**src/rtl/cam_pkg.sv**
```systemverilog
// -----------------------------------------------------------------------------
// cam_pkg
// Shared definitions for the content-addressable lookup table.
//   cam_op_e : request opcode carried on req_op
//              00 SEARCH, 01 WRITE, 10 DELETE, 11 FLUSH
// -----------------------------------------------------------------------------
package cam_pkg;

   typedef enum logic [1:0] {
      CAM_SEARCH = 2'b00,
      CAM_WRITE  = 2'b01,
      CAM_DELETE = 2'b10,
      CAM_FLUSH  = 2'b11
   } cam_op_e;

endpackage : cam_pkg

```
**src/rtl/cam_prio_enc.sv**
```systemverilog
// -----------------------------------------------------------------------------
// cam_prio_enc
// Lowest-index priority encoder for a DEPTH-bit request vector.
// Ports:
//   vec  in   DEPTH   request bits
//   idx  out  IDX_W   index of the lowest set bit, 0 when none is set
//   any  out  1       at least one bit of vec is set
// -----------------------------------------------------------------------------
module cam_prio_enc #(
   parameter  int DEPTH = 16,
   localparam int IDX_W = $clog2(DEPTH)
) (
   input  logic [DEPTH-1:0] vec,
   output logic [IDX_W-1:0] idx,
   output logic             any
);

   // Scan from the top down so the lowest set bit is the last to be written.
   always_comb begin
      idx = '0;
      for (int i = DEPTH - 1; i >= 0; i--) begin
         if (vec[i]) begin
            idx = IDX_W'(i);
         end
      end
   end

   assign any = |vec;

endmodule : cam_prio_enc

```
**src/rtl/cam_table.sv**
```systemverilog
// -----------------------------------------------------------------------------
// cam_table
// Small content-addressable table of DEPTH keys of WIDTH bits. One request is
// accepted every cycle and answered exactly one cycle later. The table
// contents change at the accepting edge, so back-to-back requests see each
// other's effects.
//
// Optional feature (compile-time macro):
//   CAM_MASK_EN  adds port req_mask; SEARCH compares only the key bits whose
//                mask bit is 1. WRITE and DELETE always compare exactly.
//
// Ports:
//   clk        in   1        rising-edge clock
//   rst_n      in   1        synchronous active-low reset
//   req_valid  in   1        request present this cycle
//   req_op     in   2        opcode (cam_pkg::cam_op_e)
//   req_key    in   WIDTH    key for the operation
//   req_mask   in   WIDTH    SEARCH compare enables (CAM_MASK_EN only)
//   req_ready  out  1        always 1
//   rsp_valid  out  1        response for the request accepted last cycle
//   rsp_hit    out  1        key found
//   rsp_idx    out  IDX_W    lowest hit index, or slot written
//   rsp_match  out  DEPTH    per-entry match vector (pre-update contents)
//   rsp_err    out  1        WRITE rejected because the table was full
//   full       out  1        all entries valid
//   empty      out  1        no entry valid
//   count      out  IDX_W+1  number of valid entries
// -----------------------------------------------------------------------------
module cam_table
   import cam_pkg::*;
#(
   parameter  int WIDTH = 8,
   parameter  int DEPTH = 16,
   localparam int IDX_W = $clog2(DEPTH)
) (
   input  logic             clk,
   input  logic             rst_n,
   input  logic             req_valid,
   input  logic [1:0]       req_op,
   input  logic [WIDTH-1:0] req_key,
`ifdef CAM_MASK_EN
   input  logic [WIDTH-1:0] req_mask,
`endif
   output logic             req_ready,
   output logic             rsp_valid,
   output logic             rsp_hit,
   output logic [IDX_W-1:0] rsp_idx,
   output logic [DEPTH-1:0] rsp_match,
   output logic             rsp_err,
   output logic             full,
   output logic             empty,
   output logic [IDX_W:0]   count
);

   localparam logic [IDX_W:0] CNT_FULL = (IDX_W + 1)'(DEPTH);

   function automatic logic [IDX_W:0] count_ones(input logic [DEPTH-1:0] v);
      logic [IDX_W:0] n;
      n = '0;
      for (int i = 0; i < DEPTH; i++) begin
         n = n + {{IDX_W{1'b0}}, v[i]};
      end
      return n;
   endfunction

   // Table storage. Keys carry no reset: an entry is only meaningful while
   // its valid bit is set, and valid bits are always reset.
   logic [WIDTH-1:0] key_mem [DEPTH];
   logic [DEPTH-1:0] vld_mem;

   cam_op_e          op;
   logic [DEPTH-1:0] exact_vec;
   logic [DEPTH-1:0] srch_vec;
   logic [DEPTH-1:0] sel_vec;
   logic             hit_any;
   logic [IDX_W-1:0] hit_idx;
   logic             free_any;
   logic [IDX_W-1:0] free_idx;

   logic [DEPTH-1:0] vld_nxt;
   logic [IDX_W:0]   cnt_nxt;
   logic             wr_en;
   logic             hit_nxt;
   logic [IDX_W-1:0] idx_nxt;
   logic             err_nxt;

   logic             rsp_vld_p1;
   logic             rsp_hit_p1;
   logic [IDX_W-1:0] rsp_idx_p1;
   logic [DEPTH-1:0] rsp_match_p1;
   logic             rsp_err_p1;
   logic             full_p1;
   logic             empty_p1;
   logic [IDX_W:0]   count_p1;

   assign op        = cam_op_e'(req_op);
   assign req_ready = 1'b1;

   // ---- stage 0: compare against the pre-update table ----
   always_comb begin
      exact_vec = '0;
      srch_vec  = '0;
      for (int i = 0; i < DEPTH; i++) begin
         exact_vec[i] = vld_mem[i] && (key_mem[i] == req_key);
`ifdef CAM_MASK_EN
         srch_vec[i]  = vld_mem[i] && (((key_mem[i] ^ req_key) & req_mask) == '0);
`else
         srch_vec[i]  = exact_vec[i];
`endif
      end
   end

   // The masked compare only applies to SEARCH; FLUSH reports no matches.
   always_comb begin
      sel_vec = exact_vec;
      if (op == CAM_SEARCH) begin
         sel_vec = srch_vec;
      end else if (op == CAM_FLUSH) begin
         sel_vec = '0;
      end
   end

   cam_prio_enc #(.DEPTH(DEPTH)) u_hit_enc (
      .vec (sel_vec),
      .idx (hit_idx),
      .any (hit_any)
   );

   cam_prio_enc #(.DEPTH(DEPTH)) u_free_enc (
      .vec (~vld_mem),
      .idx (free_idx),
      .any (free_any)
   );

   always_comb begin
      vld_nxt = vld_mem;
      wr_en   = 1'b0;
      hit_nxt = 1'b0;
      idx_nxt = '0;
      err_nxt = 1'b0;
      if (req_valid) begin
         case (op)
            CAM_SEARCH: begin
               hit_nxt = hit_any;
               idx_nxt = hit_idx;
            end
            CAM_WRITE: begin
               if (hit_any) begin
                  // Duplicate key: report the existing slot, store nothing.
                  hit_nxt = 1'b1;
                  idx_nxt = hit_idx;
               end else if (free_any) begin
                  wr_en             = 1'b1;
                  vld_nxt[free_idx] = 1'b1;
                  idx_nxt           = free_idx;
               end else begin
                  err_nxt = 1'b1;
               end
            end
            CAM_DELETE: begin
               vld_nxt = vld_mem & ~exact_vec;
               hit_nxt = hit_any;
               idx_nxt = hit_idx;
            end
            CAM_FLUSH: begin
               vld_nxt = '0;
            end
            default: begin
               vld_nxt = vld_mem;
            end
         endcase
      end
   end

   assign cnt_nxt = count_ones(vld_nxt);

   // ---- stage 1: table update and registered response ----
   always_ff @(posedge clk) begin
      if (!rst_n) begin
         vld_mem      <= '0;
         rsp_vld_p1   <= 1'b0;
         rsp_hit_p1   <= 1'b0;
         rsp_idx_p1   <= '0;
         rsp_match_p1 <= '0;
         rsp_err_p1   <= 1'b0;
         count_p1     <= '0;
         full_p1      <= 1'b0;
         empty_p1     <= 1'b1;
      end else begin
         vld_mem    <= vld_nxt;
         rsp_vld_p1 <= req_valid;
         count_p1   <= cnt_nxt;
         full_p1    <= (cnt_nxt == CNT_FULL);
         empty_p1   <= (cnt_nxt == '0);
         // Response fields hold their last value across idle cycles.
         if (req_valid) begin
            rsp_hit_p1   <= hit_nxt;
            rsp_idx_p1   <= idx_nxt;
            rsp_match_p1 <= sel_vec;
            rsp_err_p1   <= err_nxt;
         end
      end
   end

   always_ff @(posedge clk) begin
      if (rst_n && wr_en) begin
         key_mem[free_idx] <= req_key;
      end
   end

   assign rsp_valid = rsp_vld_p1;
   assign rsp_hit   = rsp_hit_p1;
   assign rsp_idx   = rsp_idx_p1;
   assign rsp_match = rsp_match_p1;
   assign rsp_err   = rsp_err_p1;
   assign full      = full_p1;
   assign empty     = empty_p1;
   assign count     = count_p1;

endmodule : cam_table

```
**config.mk**
```make
export PLATFORM = sky130hd
export DESIGN_NAME = cam_table
export DESIGN_NICKNAME = d
export VERILOG_FILES = /design/src/rtl/cam_pkg.sv /design/src/rtl/cam_prio_enc.sv /design/src/rtl/cam_table.sv
export SDC_FILE = /design/constraint.sdc
export NUM_CORES = 1
export LEC_CHECK = 0
export CORE_MARGIN = 8
export CORE_UTILIZATION = 50
export CTS_CLUSTER_SIZE = 16
export DETAILED_ROUTE_END_ITERATION = 10
export GPL_TIMING_DRIVEN = 0
export HOLD_SLACK_MARGIN = 0.15
export PLACE_DENSITY = 0.68
export SETUP_SLACK_MARGIN = 0.3
export SYNTH_ARGS = -nofsm -noshare
export SYNTH_HDL_FRONTEND = slang
export SYNTH_SLANG_ARGS = --single-unit
```
**constraint.sdc**
```tcl
create_clock -name clk -period 12.97 [get_ports clk]
set_input_delay 2.594 -clock clk [delete_from_list [all_inputs] [get_ports clk]]
set_output_delay 2.594 -clock clk [all_outputs]
set_load 0.1 [all_outputs]
```
==> reports/summary.txt, run 1 <==
Worst hold path class -> reg2reg
Worst path required time -> 13.33 ns
Worst-Skew Late Latency -> 0.44 ns
Die Span Y -> 144.6 um
Fin crit share -> 75.36%
VDD IR max -> 0.00008417 V
DRC -> 0
CTS sink count -> 174
Num ports -> 44
Average size of a mapped cell -> 12.04 um2
Final nets -> 775
Ratio of cells with drive above 1 in the final layout -> 8.947%
ANT cells -> 0
Initial DRT Pass Iterations -> 6
Final min period -> 9.774 ns
Remaining Overflow, GRT -> 0
Antenna Violating Nets Remaining -> 0
Status -> finished clean
Post-Syn Area -> 8273 um2
Drt total wl -> 20980 um
Unrepaired setup endpoints after global routing -> false
Total number of vias -> 5537
Port Buffers -> 41
Top Family by Delay on Critical Path -> adder cells
Core area -> 16410 um2
TritonCTS Buffers -> 17
TritonCTS clock tree -> done
Area growth syn-to-layout -> 14.81%
Hold buffer count at cts -> 0
GRT Total Usage -> 21.04%
# rows -> 47
Vias in the first global route -> 5340
Setup TNS Final -> 0 ns
Post-DR wirelength/cell -> 21.40 um
Final hold vios -> 0
Post-synthesis cell count -> 687
RD Place Congestion -> 0.9827
Clock Tree Buf Depth -> 2
Flop pwr share -> 52.0%
Vias per cell -> 5.650
Syn Nets -> 715
Synth async-reset ratio -> 0%
Yosys cell types -> 59
Antenna violations before repair -> 0
Critical path startpoint category -> input pin
Worst-path clk slew -> 0.07 ns
Post-synth top flop -> edfxtp_1
Clock power share -> 41.1%
Final worst slack -> 3.196 ns
H-tree depth -> 4
Clk_skew -> 0.01196 ns
Initial Util -> 50.42%
CP cell instances -> clkdlybuf4s50_1 > buf_4 > xnor2_1 > nand4_1 > nor4_1 > nor4_2 > nor4b_4 > and3_1 > buf_2 > o22ai_1 > fa_1 > inv_1 > fa_1 > fa_1 > inv_1 > fa_1 > inv_1 > ha_1 > inv_1 > fa_1 > xnor2_1 > or4b_2 > a21oi_1
WP buf/inv -> 7
DRT iter0 DRCs -> 429
Root buffer cell -> clkbuf_16
Slew headroom -> 16.36%
Pleak -> 0.003134 uW
Hpwl dp -> 14850 um
Crit path capture type -> register
Fillers -> 1325
Setup CP Type -> in2reg
Worst path most repeated cell -> fa_1
Post-synth EDFFs -> 128
Max Clk Rate -> 102.3 MHz
Yosys reg bits -> 174
Setup bufs post-CTS -> 0
Crit-path slowest cell -> clkdlybuf4s50_1
Warnings from Yosys -> 0
Comb pwr share -> 6.9%
Sw frac -> 24.02%
First-pass GRT wire length -> 31460 um
Post-CTS Resized -> 0
Internal power -> 874.0 uW
Crit path max fanout -> 17
Final setup violating endpoints -> 0
Worst slew pin tran -> 1.243 ns
Critical path data arrival time -> 10.14 ns
Max-slew violations -> 0
Largest net degree at the start of global routing -> 18
Die X-Extent -> 144.6 um
Die ar. -> 20920 um2
Sequential area share after synthesis -> 57.59%
Critical Path Max Stage Delay -> 1.04 ns
Pwr dens -> 121.1 nW/um2
Max-cap violation count -> 0
Sw Pwr -> 276.3 uW
Pre-CTS setup slack -> 2.734 ns
-- power groups by stage --
stage,combinational [uW],sequential (uW),clock (uW)
after CTS,79.9,598,480
after floorplan,46.0,615,0
after global placement,78.3,611,0
final,79.2,598,473
after global routing,84.6,598,501
after detailed placement,79.5,611,0
-- cell families (layout without fill, tap and decap cells) --
kind of cell             after synthesis  in the layout  synth area share (%)
buffers and inverters                 51            124                 3.841
XOR/XNOR                             130            130                 13.76
AO/OA/AOI/OAI                         75             75                 6.065
flip-flops                           174            174                 57.59
other                                  1              1               0.04533
adder cells (fa/ha/maj)               15             15                 3.176
AND/OR/NAND/NOR                      231            231                 14.31
multiplexers                          10             10                 1.210
-- routing by layer --
layer	up-vias	global-route usage, %	routed length [um]
li1	2549	-	-
met1	2739	25.58	8744
met4	0	10.24	671
met5	-	0	0
met2	210	35.27	10270
met3	39	4.028	1294
-- cell usage after synthesis, types with 9 or more instances --
master	number	area [um2]
edfxtp_1	128	3844
nand4_1	34	212.7
nand2_1	47	176.4
dfxtp_1	46	920.9
nor2_1	73	274.0
clkbuf_1	9	33.78
mux2i_1	10	100.1
nor3_1	17	85.08
buf_6	15	168.9
o21ai_0	27	135.1
xnor2_1	106	928.4
xor2_1	24	210.2
inv_1	17	63.81
and2_1	13	81.33
fa_1	10	200.2
-- worst register-to-register path, stage by stage (launching register included) --
cell,delay (ns)
edfxtp_1,0.39
xnor2_1,0.19
nand4_1,0.21
nor4_1,1.04
nor4_2,0.19
nor4b_4,0.21
and3_1,0.17
buf_2,0.17
o22ai_1,0.39
fa_1,0.47
inv_1,0.09
fa_1,0.42
fa_1,0.55
inv_1,0.05
fa_1,0.44
inv_1,0.07
ha_1,0.17
inv_1,0.06
fa_1,0.40
xnor2_1,0.16
or4b_2,0.63
a21oi_1,0.16
-- cell usage in the layout (no fill, tap or decap), types with 24 or more instances in the layout --
cell type        count
clkdlybuf4s50_1     41
dfxtp_1             46
edfxtp_1           128
nand2_1             47
nand4_1             34
nor2_1              73
o21ai_0             27
xnor2_1            106
xor2_1              24
-- flip-flops by register name, summed over array words and instances (netlist names) --
signal	cells
count	5
empty	1
full	1
key_mem	128
rsp_err	1
rsp_hit	1
rsp_idx	4
rsp_match	16
rsp_valid	1
vld_mem	16
-- per-stage QoR --
| stage | cell area, um2 | instances | hold WS [ns] | power, uW | util (%) |
|---|---|---|---|---|---|
| floorplan | 8273 | 687 | 0.5772 | 661.4 | - |
| global placement | 8959 | 948 | 0.4532 | 688.9 | 54.60 |
| detailed placement | 8959 | 948 | 0.4647 | 690.2 | 54.60 |
| CTS | 9498 | 980 | 0.4750 | 1158 | 57.89 |
| global route | 9498 | 980 | 0.5047 | 1183 | 57.89 |
| finish | 9498 | 980 | 0.4742 | 1150 | 57.89 |
-- final timing paths --
kind	from	endpoint	slack [ns]	depth (start not counted)
worst max-delay path	req_key[7]	empty	3.20	23
worst min-delay path	rsp_idx[3]	rsp_idx[3]	0.47	2
worst max register to register	key_mem[3][0]	empty	6.27	21
worst min register to register	rsp_idx[3]	rsp_idx[3]	0.47	2
-- final cells by class --
class                      count  area, um2  share of cell area [%]
tap                          220      275.3                   2.898
buffer                        32      246.5                   2.595
inverter                      19      71.32                  0.7509
clock inverter                13      106.4                   1.120
multi-input combinational    462       3191                   33.59
sequential                   174       4765                   50.16
timing repair buffer          41      410.4                   4.321
clock buffer                  19      432.9                   4.558
(Power assumes the default switching activity.)
==> run 2, diff against run 1 <==
==> constraint.sdc (replaced) <==
create_clock -name clk -period 9.81 [get_ports clk]
set_input_delay 1.962 -clock clk [delete_from_list [all_inputs] [get_ports clk]]
set_output_delay 1.962 -clock clk [all_outputs]
set_load 0.1 [all_outputs]
==> run 2 against run 1 <==
  * Clock-buffer cell count unchanged
  * Sequential power increased by 32%
  * Core utilization about the same
  * Register-to-register slack got worse by 2.9 ns
  * Cell area about the same
  * Clock power increased by 32%
  * Worst hold slack about the same
  * Power increased by 32%
  * Via count increased by 0.69%
  * Die area unchanged
  * Clock skew decreased by 0.0015 ns
  * Critical endpoint unchanged
  * Highest routed layer unchanged
==> reports/summary.txt, run 2 (synthesized netlist as in run 1, its figures left out) <==
Worst hold path class -> reg2reg (unchanged)
Hold wc startpoint -> rsp_idx[3] (unchanged)
Crit path capture type -> register (unchanged)
Final setup violating endpoints -> 0 (unchanged)
Final Instance Area -> 9504 um2 (was 9498 um2)
Antenna violations before repair -> 0 (unchanged)
Most common cell after layout, fill and taps aside -> edfxtp_1 (unchanged)
Die ar. -> 20920 um2 (unchanged)
Hpwl dp -> 14850 um (unchanged)
Vias per cell -> 5.689 (was 5.650)
Final nets -> 775 (unchanged)
FF+latch area -> 4765 um2 (unchanged)
Antenna Violating Nets Remaining -> 0 (unchanged)
GRT Total Usage -> 21.04% (unchanged)
Status -> finished clean (unchanged)
Number of flip-flops in the largest register -> 128 (unchanged)
Setup CP Type -> in2reg (unchanged)
First-pass GRT wire length -> 31460 um (unchanged)
Area growth syn-to-layout -> 14.88% (was 14.81%)
Max Clk Rate -> 110.1 MHz
Setup TNS Final -> 0 ns (unchanged)
TritonCTS Buffers -> 17 (unchanged)
Comb pwr share -> 6.9% (about the same)
Root buffer cell -> clkbuf_16 (unchanged)
Crit. Startpoint -> req_key[6] (was req_key[7])
Worst-Skew Late Latency -> 0.44 ns (about the same)
Remaining Overflow, GRT -> 0 (unchanged)
Largest net degree at the start of global routing -> 18 (unchanged)
Area occupied by multi-input gates -> 3197 um2 (was 3191 um2)
DR WL met2 -> 10280 um (was 10270 um)
Critical path data arrival time -> 9.45 ns (was 10.14 ns)
Post-DR wirelength/cell -> 21.44 um (was 21.40 um)
DR top layer -> met4 (unchanged)
H-tree depth -> 4 (unchanged)
Final hold vios -> 0 (unchanged)
Pwr dens -> 160.0 nW/um2 (was 121.1 nW/um2)
Pleak -> 0.003134 uW (about the same)
RD Place Congestion -> 0.9827 (unchanged)
Initial DRT Pass Iterations -> 5 (was 6)
Max-slew violations -> 0 (unchanged)
Sw frac -> 24.02% (about the same)
Worst path required time -> 10.17 ns (was 13.33 ns)
ANT cells -> 0 (unchanged)
Fin crit share -> 92.62%
Setup bufs post-CTS -> 0 (unchanged)
Clock power share -> 41.1% (about the same)
Num ports -> 44 (unchanged)
Internal power -> 1156 uW (was 874.0 uW)
Fillers -> 1323 (was 1325)
Clk_skew -> 0.01049 ns (was 0.01196 ns)
Initial Util -> 50.42% (unchanged)
Flop pwr share -> 52.0% (about the same)
Max-cap violation count -> 0 (unchanged)
Placement Cell Area -> 8959 um2 (unchanged)
VDD IR max -> 0.0001112 V (was 0.00008417 V)
Total number of vias -> 5575 (was 5537)
Core area -> 16410 um2 (unchanged)
Die X-Extent -> 144.6 um (unchanged)
Most frequent cells in the layout -> 128 x edfxtp_1, 106 x xnor2_1, 73 x nor2_1 (unchanged)
Drt total wl -> 21020 um (was 20980 um)
Unrepaired setup endpoints after global routing -> false (unchanged)
Port Buffers -> 41 (unchanged)
Worst-path clk slew -> 0.07 ns (about the same)
RR Startpoint -> key_mem[13][0] (was key_mem[3][0])
Critical path startpoint category -> input pin (unchanged)
Total power -> 1521 uW (was 1150 uW)
Largest register by flop count -> key_mem (unchanged)
Sw Pwr -> 365.3 uW (was 276.3 uW)
Vias in the first global route -> 5340 (unchanged)
Met3 wire length -> 1469 um (was 1294 um)
Final min period -> 9.086 ns
DRC -> 0 (unchanged)
DRT iter0 DRCs -> 436 (was 429)
Worst slew pin tran -> 1.114 ns (was 1.243 ns)
M1 WL -> 8587 um (was 8744 um)
TritonCTS clock tree -> done (unchanged)
# rows -> 47 (unchanged)
Crit path max fanout -> 17 (unchanged)
CTS sink count -> 174 (unchanged)
Clock Tree Buf Depth -> 2 (unchanged)
Ratio of cells with drive above 1 in the final layout -> 9.079% (was 8.947%)
Slew headroom -> 25.18% (was 16.36%)
Die Span Y -> 144.6 um (unchanged)
[run 2: cell counts in the layout (fill, tap and decap cells not counted)]
No cell type changed its count.
[run 2: through the flow]
stage               worst slack, ns  util (%)  cells  hold slack, ns
floorplan                     2.277         -    687          0.5772
global placement             0.2411     54.60    948          0.4532
detailed placement           0.2065     54.60    948          0.4647
CTS                          0.6172     57.89    980          0.4750
global route                 0.3174     57.93    980          0.5047
finish                       0.7240     57.93    980          0.4742
[run 2: critical path: stages]
cell	delay, ns
clkdlybuf4s50_1	1.05
buf_4	0.33
buf_6	0.22
xor2_1	0.10
nor4_1	0.61
nand4_1	0.34
nand4_1	0.32
nor4b_4	0.10
and3_1	0.17
buf_2	0.17
o22ai_1	0.39
fa_1	0.47
inv_1	0.09
fa_1	0.42
fa_1	0.55
inv_1	0.05
fa_1	0.44
inv_1	0.07
ha_1	0.17
inv_1	0.06
fa_1	0.40
xnor2_1	0.16
or4b_2	0.63
a21oi_1	0.16
[run 2: layer usage]
metal / vias up / GRT usage, %
met5: - / 0
met4: 0 / 10.24
met3: 42 / 4.028
met2: 252 / 35.27
met1: 2736 / 25.58
li1: 2545 / -
[run 2: power by group through the flow]
stage | sequential [uW] | combinational, uW | clock [uW]
6_report | 791 | 105 | 625
5_1_grt | 791 | 112 | 662
4_1_cts | 791 | 106 | 634
3_5_place_dp | 807 | 105 | 0
3_3_place_gp | 807 | 104 | 0
2_1_floorplan | 814 | 60.9 | 0
[run 2: timing repair]
item	CTS	global route
hold buffers	0	0
endpoints found under the setup margin	0	1
gates resized for setup	0	1
[run 2: cell type report]
| class | instances | share of cell area (%) |
|---|---|---|
| well taps | 220 | 2.896 |
| repair buffers | 41 | 4.318 |
| multi-input cells | 462 | 33.64 |
| plain buffers | 32 | 2.593 |
| clock buffers | 19 | 4.555 |
| clock inverters | 13 | 1.119 |
| inverters | 19 | 0.7504 |
| flip-flops and latches | 174 | 50.13 |
[run 2: path summary, 6_finish.rpt]
| kind | endpoint | slack [ns] | cells past startpoint |
|---|---|---|---|
| setup / recovery | empty | 0.72 | 24 |
| hold / removal | rsp_idx[3] | 0.47 | 2 |
| setup reg to reg | empty | 3.40 | 21 |
| hold reg to reg | rsp_idx[3] | 0.47 | 2 |
==> run 3, diff against run 2 <==
--- a/config.mk
+++ b/config.mk
@@ -12,7 +12,8 @@
 export GPL_TIMING_DRIVEN = 0
 export HOLD_SLACK_MARGIN = 0.15
 export PLACE_DENSITY = 0.68
-export SETUP_SLACK_MARGIN = 0.3
+export SETUP_SLACK_MARGIN = 0.15
+export SLEW_MARGIN = 15
 export SYNTH_ARGS = -nofsm -noshare
 export SYNTH_HDL_FRONTEND = slang
 export SYNTH_SLANG_ARGS = --single-unit
==> run 3 against run 2 <==
  * Critical path depth unchanged
  * Global-route usage hardly changed
  * Clock-buffer cell count stayed put
  * Clock skew shrank 0.00065 ns
  * Highest routed layer unchanged
  * Register-to-register slack improved by 0.02 ns
  * Clock power up 8.2%
  * Critical endpoint unchanged
  * Setup slack lost 0.0085 ns
  * First-iteration DRC count rose by 3.4%
  * Cell area increased by 0.47%
  * Largest power group unchanged
==> reports/summary.txt, run 3 (synthesized netlist as in run 1, its figures left out) <==
Worst-Skew Late Latency -> 0.43 ns (was 0.44 ns)
Sw frac -> 23.16% (was 24.02%)
Final min period -> 9.095 ns (was 9.086 ns)
Worst hold stages -> 2 (unchanged)
Largest net degree at the start of global routing -> 18 (unchanged)
RR Startpoint -> key_mem[12][1] (was key_mem[13][0])
Fin cells -> 980 (unchanged)
Crit path max fanout -> 17 (unchanged)
Most common cell after layout, fill and taps aside -> edfxtp_1 (unchanged)
Final setup violating endpoints -> 0 (unchanged)
Num ports -> 44 (unchanged)
Die ar. -> 20920 um2 (unchanged)
Final worst slack -> 0.7155 ns (was 0.7240 ns)
Worst slew pin tran -> 1.151 ns (was 1.114 ns)
Max-cap violation count -> 0 (unchanged)
Crit path capture type -> register (unchanged)
Critical Path Max Stage Delay -> 1.07 ns (was 1.05 ns)
Antenna Violating Nets Remaining -> 0 (unchanged)
DRC -> 0 (unchanged)
Setup slack, reg-to-reg -> 3.42 ns (was 3.40 ns)
Antenna violations before repair -> 0 (unchanged)
Worst path required time -> 10.17 ns (about the same)
Total number of vias -> 5515 (was 5575)
Crit. Startpoint -> req_key[7] (was req_key[6])
Status -> finished clean (unchanged)
Crit-path slowest cell -> clkdlybuf4s50_1 (unchanged)
Critical path startpoint category -> input pin (unchanged)
Initial Util -> 50.42% (unchanged)
Unrepaired setup endpoints after global routing -> false (unchanged)
Ratio of cells with drive above 1 in the final layout -> 9.079% (unchanged)
Port Buffers -> 41 (unchanged)
TritonCTS clock tree -> done (unchanged)
Die Span Y -> 144.6 um (unchanged)
Worst path most repeated cell -> fa_1 (unchanged)
Clock Tree Buf Depth -> 2 (unchanged)
Sw Pwr -> 363.9 uW (was 365.3 uW)
Vias in the first global route -> 5389 (was 5340)
Worst-path clk slew -> 0.06 ns (was 0.07 ns)
Worst hold path class -> reg2reg (unchanged)
Area growth syn-to-layout -> 15.43% (was 14.88%)
Setup CP Type -> in2reg (unchanged)
Remaining Overflow, GRT -> 0 (unchanged)
Initial DRT Pass Iterations -> 5 (unchanged)
WP buf/inv -> 8 (unchanged)
Worst reg2reg endpoint -> empty (unchanged)
Flop pwr share -> 50.3% (was 52.0%)
Largest register by flop count -> key_mem (unchanged)
Pwr dens -> 164.6 nW/um2 (was 160.0 nW/um2)
Most frequent cells in the layout -> 128 x edfxtp_1, 106 x xnor2_1, 73 x nor2_1 (unchanged)
Final nets -> 775 (unchanged)
ANT cells -> 0 (unchanged)
H-tree depth -> 4 (unchanged)
Setup TNS Final -> 0 ns (unchanged)
Clk_skew -> 0.009832 ns (was 0.01049 ns)
Fillers -> 1340 (was 1323)
Max Clk Rate -> 110.0 MHz (was 110.1 MHz)
Pre-CTS setup slack -> 0.3312 ns (was 0.2065 ns)
Core area -> 16410 um2 (unchanged)
Vias per cell -> 5.628 (was 5.689)
DRT iter0 DRCs -> 451 (was 436)
Final hold vios -> 0 (unchanged)
WHS -> 0.4769 ns (was 0.4742 ns)
CP cell instances -> clkdlybuf4s50_1 > buf_4 > buf_6 > xor2_1 > nor4_1 > nand4_1 > nand4_1 > nor4b_4 > and3_1 > buf_2 > o22ai_1 > fa_1 > inv_1 > fa_1 > fa_1 > inv_1 > fa_1 > inv_1 > ha_1 > inv_1 > fa_1 > xnor2_1 > or4b_2 > a21oi_1 (unchanged)
Max-slew violations -> 0 (unchanged)
Post-CTS Resized -> 0 (unchanged)
GRT Total Usage -> 21.01% (was 21.04%)
Setup bufs post-CTS -> 0 (unchanged)
Top Family by Delay on Critical Path -> adder cells (unchanged)
Slew headroom -> 22.69% (was 25.18%)
Die X-Extent -> 144.6 um (unchanged)
Worst Hold End -> rsp_idx[2] (was rsp_idx[3])
Root buffer cell -> clkbuf_16 (unchanged)
Fin crit share -> 92.71% (was 92.62%)
Final core utilization -> 58.20% (was 57.93%)
Reg2Reg Depth -> 21 (unchanged)
Comb pwr share -> 6.7% (was 6.9%)
Post-DR wirelength/cell -> 21.40 um (was 21.44 um)
VDD IR max -> 0.0001103 V (was 0.0001112 V)
Hold buffer count at cts -> 0 (unchanged)
Critical path data arrival time -> 9.45 ns (about the same)
RD Place Congestion -> 0.9827 (unchanged)
Hpwl dp -> 14850 um (about the same)
Hold wc startpoint -> rsp_idx[2] (was rsp_idx[3])
First-pass GRT wire length -> 31700 um (was 31460 um)
CTS sink count -> 174 (unchanged)
Internal power -> 1208 uW (was 1156 uW)
TritonCTS Buffers -> 17 (unchanged)
Clock power share -> 43.0% (was 41.1%)
Pleak -> 0.003162 uW (was 0.003134 uW)
Drt total wl -> 20980 um (was 21020 um)
Placed cells -> 948 (unchanged)
Number of flip-flops in the largest register -> 128 (unchanged)
# rows -> 47 (unchanged)
==> run 3: cell count changes in the layout (fill, tap and decap cells not counted), sizes merged <==
cell      delta
clkinv       -1
clkinvlp     -2
bufinv       +2
inv          +1
==> run 3: how the worst max path moves through the flow <==
stage / to / slack [ns] / depth (start not counted)
2_1_floorplan: empty / 2.28 / 22
3_3_place_gp: empty / 0.24 / 23
3_5_place_dp: empty / 0.33 / 24
4_1_cts: empty / 0.76 / 24
5_1_grt: empty / 0.35 / 24
6_report: empty / 0.72 / 24
==> run 3: final cells by class <==
| type | instances | area, um2 | area share, % |
|---|---|---|---|
| repair buffers | 41 | 410.4 | 4.298 |
| plain buffers | 32 | 246.5 | 2.581 |
| multi-input cells | 462 | 3197 | 33.48 |
| clock inverters | 13 | 151.4 | 1.585 |
| well taps | 220 | 275.3 | 2.883 |
| clock buffers | 19 | 432.9 | 4.534 |
| inverters | 19 | 71.32 | 0.7469 |
| flip-flops and latches | 174 | 4765 | 49.90 |
==> run 3: per-stage QoR <==
stage,cell area [um2],total power [uW]
3_3_place_gp,8959,910.8
6_report,9549,1572
4_1_cts,9549,1579
2_1_floorplan,8273,874.4
5_1_grt,9549,1615
3_5_place_dp,8965,912.7
==> run 3: worst min-delay path, stage by stage (launching register included) <==
cell     delay, ns
dfxtp_1       0.31
nand2_1       0.06
a21oi_1       0.06
==> run 3: routing by layer <==
metal	global-route usage (%)	vias up	wire, um
li1	-	2541	-
met1	25.53	2730	8747
met2	35.54	202	10290
met3	4.028	42	1269
met4	9.529	0	664
met5	0	-	0
==> run 3: power groups by stage <==
stage | registers, uW | clock network, uW | logic [uW]
2_1_floorplan | 814 | 0 | 60.9
3_3_place_gp | 807 | 0 | 104
3_5_place_dp | 807 | 0 | 105
4_1_cts | 791 | 682 | 106
5_1_grt | 791 | 712 | 112
6_report | 791 | 676 | 105
